File: src/rtl/stupidrv_pkg.sv
// Shared types and constants for the stupidrv memory arbiter.
package stupidrv_pkg;

  typedef enum logic {
    IDLE = 1'b0,
    DATA = 1'b1
  } memarb_state_e;

  localparam logic [31:0] NOP_INSN   = 32'h0000_0013;
  localparam logic [3:0]  WSTRB_READ = 4'b0000;

endpackage

File: src/rtl/stupidrv_memarb_perf.sv
// Performance counters for the memory arbiter: granted data accesses and stall cycles.
module stupidrv_memarb_perf #(
  parameter int PERF_WIDTH = 32
) (
  input  logic                  clock,
  input  logic                  reset,
  input  logic                  data_grant,
  input  logic                  stall,
  output logic [PERF_WIDTH-1:0] perf_data_cnt,
  output logic [PERF_WIDTH-1:0] perf_stall_cnt
);

  localparam logic [PERF_WIDTH-1:0] ONE = 1;

  logic [PERF_WIDTH-1:0] data_cnt_reg;
  logic [PERF_WIDTH-1:0] stall_cnt_reg;

  // Counters wrap naturally at 2^PERF_WIDTH.
  always_ff @(posedge clock) begin
    if (reset) begin
      data_cnt_reg  <= '0;
      stall_cnt_reg <= '0;
    end else begin
      if (data_grant) data_cnt_reg <= data_cnt_reg + ONE;
      if (stall)      stall_cnt_reg <= stall_cnt_reg + ONE;
    end
  end

  assign perf_data_cnt  = data_cnt_reg;
  assign perf_stall_cnt = stall_cnt_reg;

endmodule

File: src/rtl/stupidrv_memarb.sv
// Fetch/data arbiter in front of the unified single-port RAM of stupidrv.
// Optional counters are built when STUPIDRV_MEMARB_PERF_EN is defined.
module stupidrv_memarb
  import stupidrv_pkg::*;
#(
  parameter int ADDR_BITS = 14
`ifdef STUPIDRV_MEMARB_PERF_EN
  , parameter int PERF_WIDTH = 32
`endif
) (
  input  logic                 clock,
  input  logic                 reset,
  input  logic                 ext_stall,
  output logic                 stall,
  input  logic [31:0]          imem_addr,
  output logic [31:0]          imem_data,
  input  logic                 dmem_valid,
  input  logic [31:0]          dmem_addr,
  input  logic [3:0]           dmem_wstrb,
  input  logic [31:0]          dmem_wdata,
  output logic [31:0]          dmem_rdata,
  output logic                 mem_en,
  output logic [ADDR_BITS-1:0] mem_addr,
  output logic [3:0]           mem_wstrb,
  output logic [31:0]          mem_wdata,
  input  logic [31:0]          mem_rdata
`ifdef STUPIDRV_MEMARB_PERF_EN
  , output logic [PERF_WIDTH-1:0] perf_data_cnt
  , output logic [PERF_WIDTH-1:0] perf_stall_cnt
`endif
);

  memarb_state_e state_reg, state_next;
  logic          rst_q;
  logic          last_fetch_q;
  logic          last_read_q;
  logic [31:0]   insn_hold;
  logic [31:0]   data_q;
  logic          data_grant;

  // Byte-offset and out-of-range address bits are deliberately dropped (addresses wrap).
  logic unused_addr_bits;
  assign unused_addr_bits = ^{imem_addr[31:ADDR_BITS+2], imem_addr[1:0],
                              dmem_addr[31:ADDR_BITS+2], dmem_addr[1:0]};

  always_comb begin
    state_next = state_reg;
    data_grant = 1'b0;
    mem_en     = 1'b1;
    mem_addr   = imem_addr[ADDR_BITS+1:2];
    mem_wstrb  = WSTRB_READ;
    mem_wdata  = '0;
    stall      = ext_stall;
    if (reset) begin
      state_next = IDLE;
    end else begin
      case (state_reg)
        IDLE: begin
          // The core's store decode is not reset-gated, so hold off for one cycle after reset.
          if (dmem_valid && !rst_q) begin
            data_grant = 1'b1;
            mem_addr   = dmem_addr[ADDR_BITS+1:2];
            mem_wstrb  = dmem_wstrb;
            mem_wdata  = dmem_wdata;
            stall      = 1'b1;
            state_next = DATA;
          end
        end
        DATA: begin
          if (!ext_stall) state_next = IDLE;
        end
        default: state_next = IDLE;
      endcase
    end
  end

  always_ff @(posedge clock) begin
    if (reset) begin
      state_reg    <= IDLE;
      rst_q        <= 1'b1;
      last_fetch_q <= 1'b0;
      last_read_q  <= 1'b0;
      insn_hold    <= NOP_INSN;
      data_q       <= '0;
    end else begin
      state_reg    <= state_next;
      rst_q        <= 1'b0;
      last_fetch_q <= !data_grant;
      last_read_q  <= data_grant && (dmem_wstrb == WSTRB_READ);
      if (last_fetch_q) insn_hold <= mem_rdata;
      // First DATA cycle is the only one not preceded by a fetch.
      if (state_reg == DATA && !last_fetch_q) data_q <= mem_rdata;
    end
  end

  assign imem_data  = last_fetch_q ? mem_rdata : insn_hold;
  assign dmem_rdata = last_read_q  ? mem_rdata : data_q;

`ifdef STUPIDRV_MEMARB_PERF_EN
  stupidrv_memarb_perf #(
    .PERF_WIDTH(PERF_WIDTH)
  ) u_perf (
    .clock          (clock),
    .reset          (reset),
    .data_grant     (data_grant),
    .stall          (stall && !reset),
    .perf_data_cnt  (perf_data_cnt),
    .perf_stall_cnt (perf_stall_cnt)
  );
`endif

endmodule
File: config.mk
export PLATFORM = sky130hd
export DESIGN_NAME = stupidrv_memarb
export DESIGN_NICKNAME = d
export VERILOG_FILES = /design/src/rtl/stupidrv_pkg.sv /design/src/rtl/stupidrv_memarb_perf.sv /design/src/rtl/stupidrv_memarb.sv
export SDC_FILE = /design/constraint.sdc
export NUM_CORES = 1
export LEC_CHECK = 0
export ABC_CLOCK_PERIOD_IN_PS = 3830
export BUFFER_PORTS_ARGS = -buffer_cell sky130_fd_sc_hd__clkbuf_2
export CAP_MARGIN = 20
export CORE_ASPECT_RATIO = 0.5
export CORE_UTILIZATION = 40
export CTS_CLUSTER_SIZE = 20
export DETAILED_ROUTE_END_ITERATION = 6
export PLACE_DENSITY_LB_ADDON = 0.3
export REMOVE_ABC_BUFFERS = 1
export SLEW_MARGIN = 20
export SYNTH_ARGS = -nofsm -noshare
export SYNTH_HDL_FRONTEND = slang
export SYNTH_SLANG_ARGS = --single-unit
File: constraint.sdc
create_clock -name clock -period 3.83 [get_ports clock]
set_input_delay 0.766 -clock clock [delete_from_list [all_inputs] [get_ports clock]]
set_output_delay 0.766 -clock clock [all_outputs]
set_load 0.05 [all_outputs]
==> flow_metrics.tcl <==
set metrics [dict create \
    outcome "complete, no violations" \
    vias 3029 \
    async_flop_share_pct 0 \
    yosys_warnings 0 \
    grt_max_degree 67 \
    synthTopCellsByCount "mux2_2 (74), dfxtp_1 (68), nand2_1 (65)" \
    p_int_mw 1.49 \
    ctsHoldBuffers 0 \
    ios 252 \
    floorplan.die_area_um2 8580 \
    tns_ns 0 \
    cap_violations 0 \
    syn_area_um2 3280 \
    cts_root_buffer "clkbuf_16" \
    finalCriticalPeriod_ns 2.97 \
    finClkSkew_ns 0.00363 \
    yosysSeqAreaShare_pct 41.5 \
    ys_types 18 \
    seqPwrFrac_pct 35.7 \
    hp-class "reg -> reg" \
    finalSetupViolCount 0 \
    top_regs "data_q: 32 flops, insn_hold: 32 flops" \
    crit_type "in -> out" \
    swShare_pct 29.9 \
    cts_num_sinks 68 \
    antenna_found_initial 0 \
    dr.pass1.iters 4 \
    area_delta_synth_final_pct 46.6 \
    wirelength_mm 8.43 \
    crit_required_ns 3.06 \
    wl_per_cell_um 12.7 \
    clkTransAtPathRegs_ns 0.05 \
    cts_made_buffers 9 \
    post_cts_buffers 0 \
    post_cts_resized 0 \
    pwr-share-clk_pct 40.5 \
    drcViolationCount 0 \
    start_util_pct 43.0 \
    cts_tree "yes" \
    avgSynthCellArea_um2 9.39 \
    tightest_slew_ns 0.909 \
    ys.flop_type "dfxtp_1" \
    p_per_area_nw_per_um2 442 \
    hold_viol 0 \
    layout-drive-gt1-share_pct 56.4 \
    dp_hpwl_mm 6.23 \
    rsz0062_at_grt "false" \
    h-tree-depth 3 \
    dr.first_iter.drc_count 115 \
    diodes 0 \
    core_area_um2 7620 \
    dp_slack_ns 0.857 \
    whs_ns 0.451 \
    viasPerCell 4.55 \
    post-synth-top-count-cell "mux2_2" \
    grt_use_total_pct 19.7 \
    ir_drop_uv 251 \
    grt_pass1_wl_mm 13.2 \
    nets 688 \
    syn_inst 349 \
    slew_viol_final 0 \
    critPathArrivalTime_ns 2.20 \
    grt_overflow 0 \
    synth_top_area_share_pct 41.5 \
    rows 22 \
    clock_path_buffers 2 \
    postRouteAntennaNets 0 \
    synth-edff-count 0 \
    p_comb_share_pct 23.8 \
    utilization_pct 63.0 \
    r2r_cells 3 \
    p_leak_nw 2.34 \
    power.switching_uw 637 \
    clock.fmax_mhz 337 \
    synth_top_area_cell "dfxtp_1" \
    ys_top_cells_by_area "dfxtp_1 (42%), mux2_2 (25%), nand2_1 (7.4%)" \
    critPathLaunchType "input port" \
    setup_ws_ns 0.860 \
    floorplan.die.height_um 66 \
    die_w_um 130 \
    regToRegSetupSlack_ns 2.02 \
    end_kind "output pin" \
    gp_congestion 0.759 \
    critPathMaxFanout 53 \
    port_buffers 214 \
    synth.ff_latch_count 68 \
    grt_pass1_vias 2767 \
    slew_headroom_pct 39.3 \
    fin_crit_sh_pct 77.6 \
    clock_latency_ns 0.31 \
    min_path_cells 2 \
]
[worst max-delay path, cell delays in order]
cell	delay, ns
clkbuf_2	0.13
nor4b_4	0.27
buf_4	0.41
mux2_2	0.39
clkbuf_2	0.24
[layout by cell type, fill, tap and decap left out, drive strengths merged]
master,synthesis,routed
a21oi,33,33
and2,37,37
buf,13,11
bufinv,0,2
clkbuf,15,221
clkinv,0,1
clkinvlp,0,1
conb,1,1
dfxtp,68,68
mux2,78,78
nand2,65,65
nand2b,1,1
nor2,1,1
nor2b,30,30
nor4,1,1
nor4b,1,1
o21bai,1,1
or2,4,4
[routing by layer]
metal | up-vias | global-route usage (%) | share of wire, %
met4 | 0 | 4.94 | 0.56
met1 | 1388 | 23.6 | 43
met3 | 5 | 4.77 | 5.4
li1 | 1552 | - | -
met2 | 84 | 35.7 | 51
met5 | - | 0 | 0
[per-stage QoR]
step	area, µm²	total power [mW]	std cells
global placement	4490	1.28	649
CTS	4800	2.15	665
finish	4800	2.13	665
floorplan	3140	1.12	321
global route	4800	2.22	665
detailed placement	4490	1.28	649
[power groups by stage]
stage / Sequential (mW) / Clock [mW] / Combinational (mW)
global route: 0.764 / 0.920 / 0.536
finish: 0.759 / 0.862 / 0.505
detailed placement: 0.774 / 0 / 0.507
floorplan: 0.772 / 0 / 0.351
global placement: 0.772 / 0 / 0.504
CTS: 0.759 / 0.882 / 0.509
[final timing paths]
path,start,to
hold / removal,data_q[1]$_SDFFE_PP0P_,data_q[1]$_SDFFE_PP0P_
hold reg to reg,data_q[1]$_SDFFE_PP0P_,data_q[1]$_SDFFE_PP0P_
setup reg to reg,last_fetch_q$_SDFF_PP0_,insn_hold[15]$_SDFF_PP0_
setup / recovery,reset,mem_addr[2]
[cell type report]
| type | count | area [µm²] |
|---|---|---|
| clock buffers | 12 | 246 |
| clock inverters | 4 | 72.6 |
| fillers | 673 | 2820 |
| multi-input cells | 253 | 1790 |
| flip-flops and latches | 68 | 1360 |
| well taps | 108 | 135 |
| repair buffers | 220 | 1200 |
[cell families (layout without fill, tap and decap cells)]
family / Yosys count / in the layout / synth area share [%]
AO/OA/AOI/OAI: 34 / 34 / 5.27
buffers and inverters: 28 / 236 / 4.05
flip-flops: 68 / 68 / 41.5
multiplexers: 78 / 78 / 26.8
other: 1 / 1 / 0.114
AND/OR/NAND/NOR: 140 / 140 / 22.2
No activity file was read; power rests on OpenSTA's default activity.
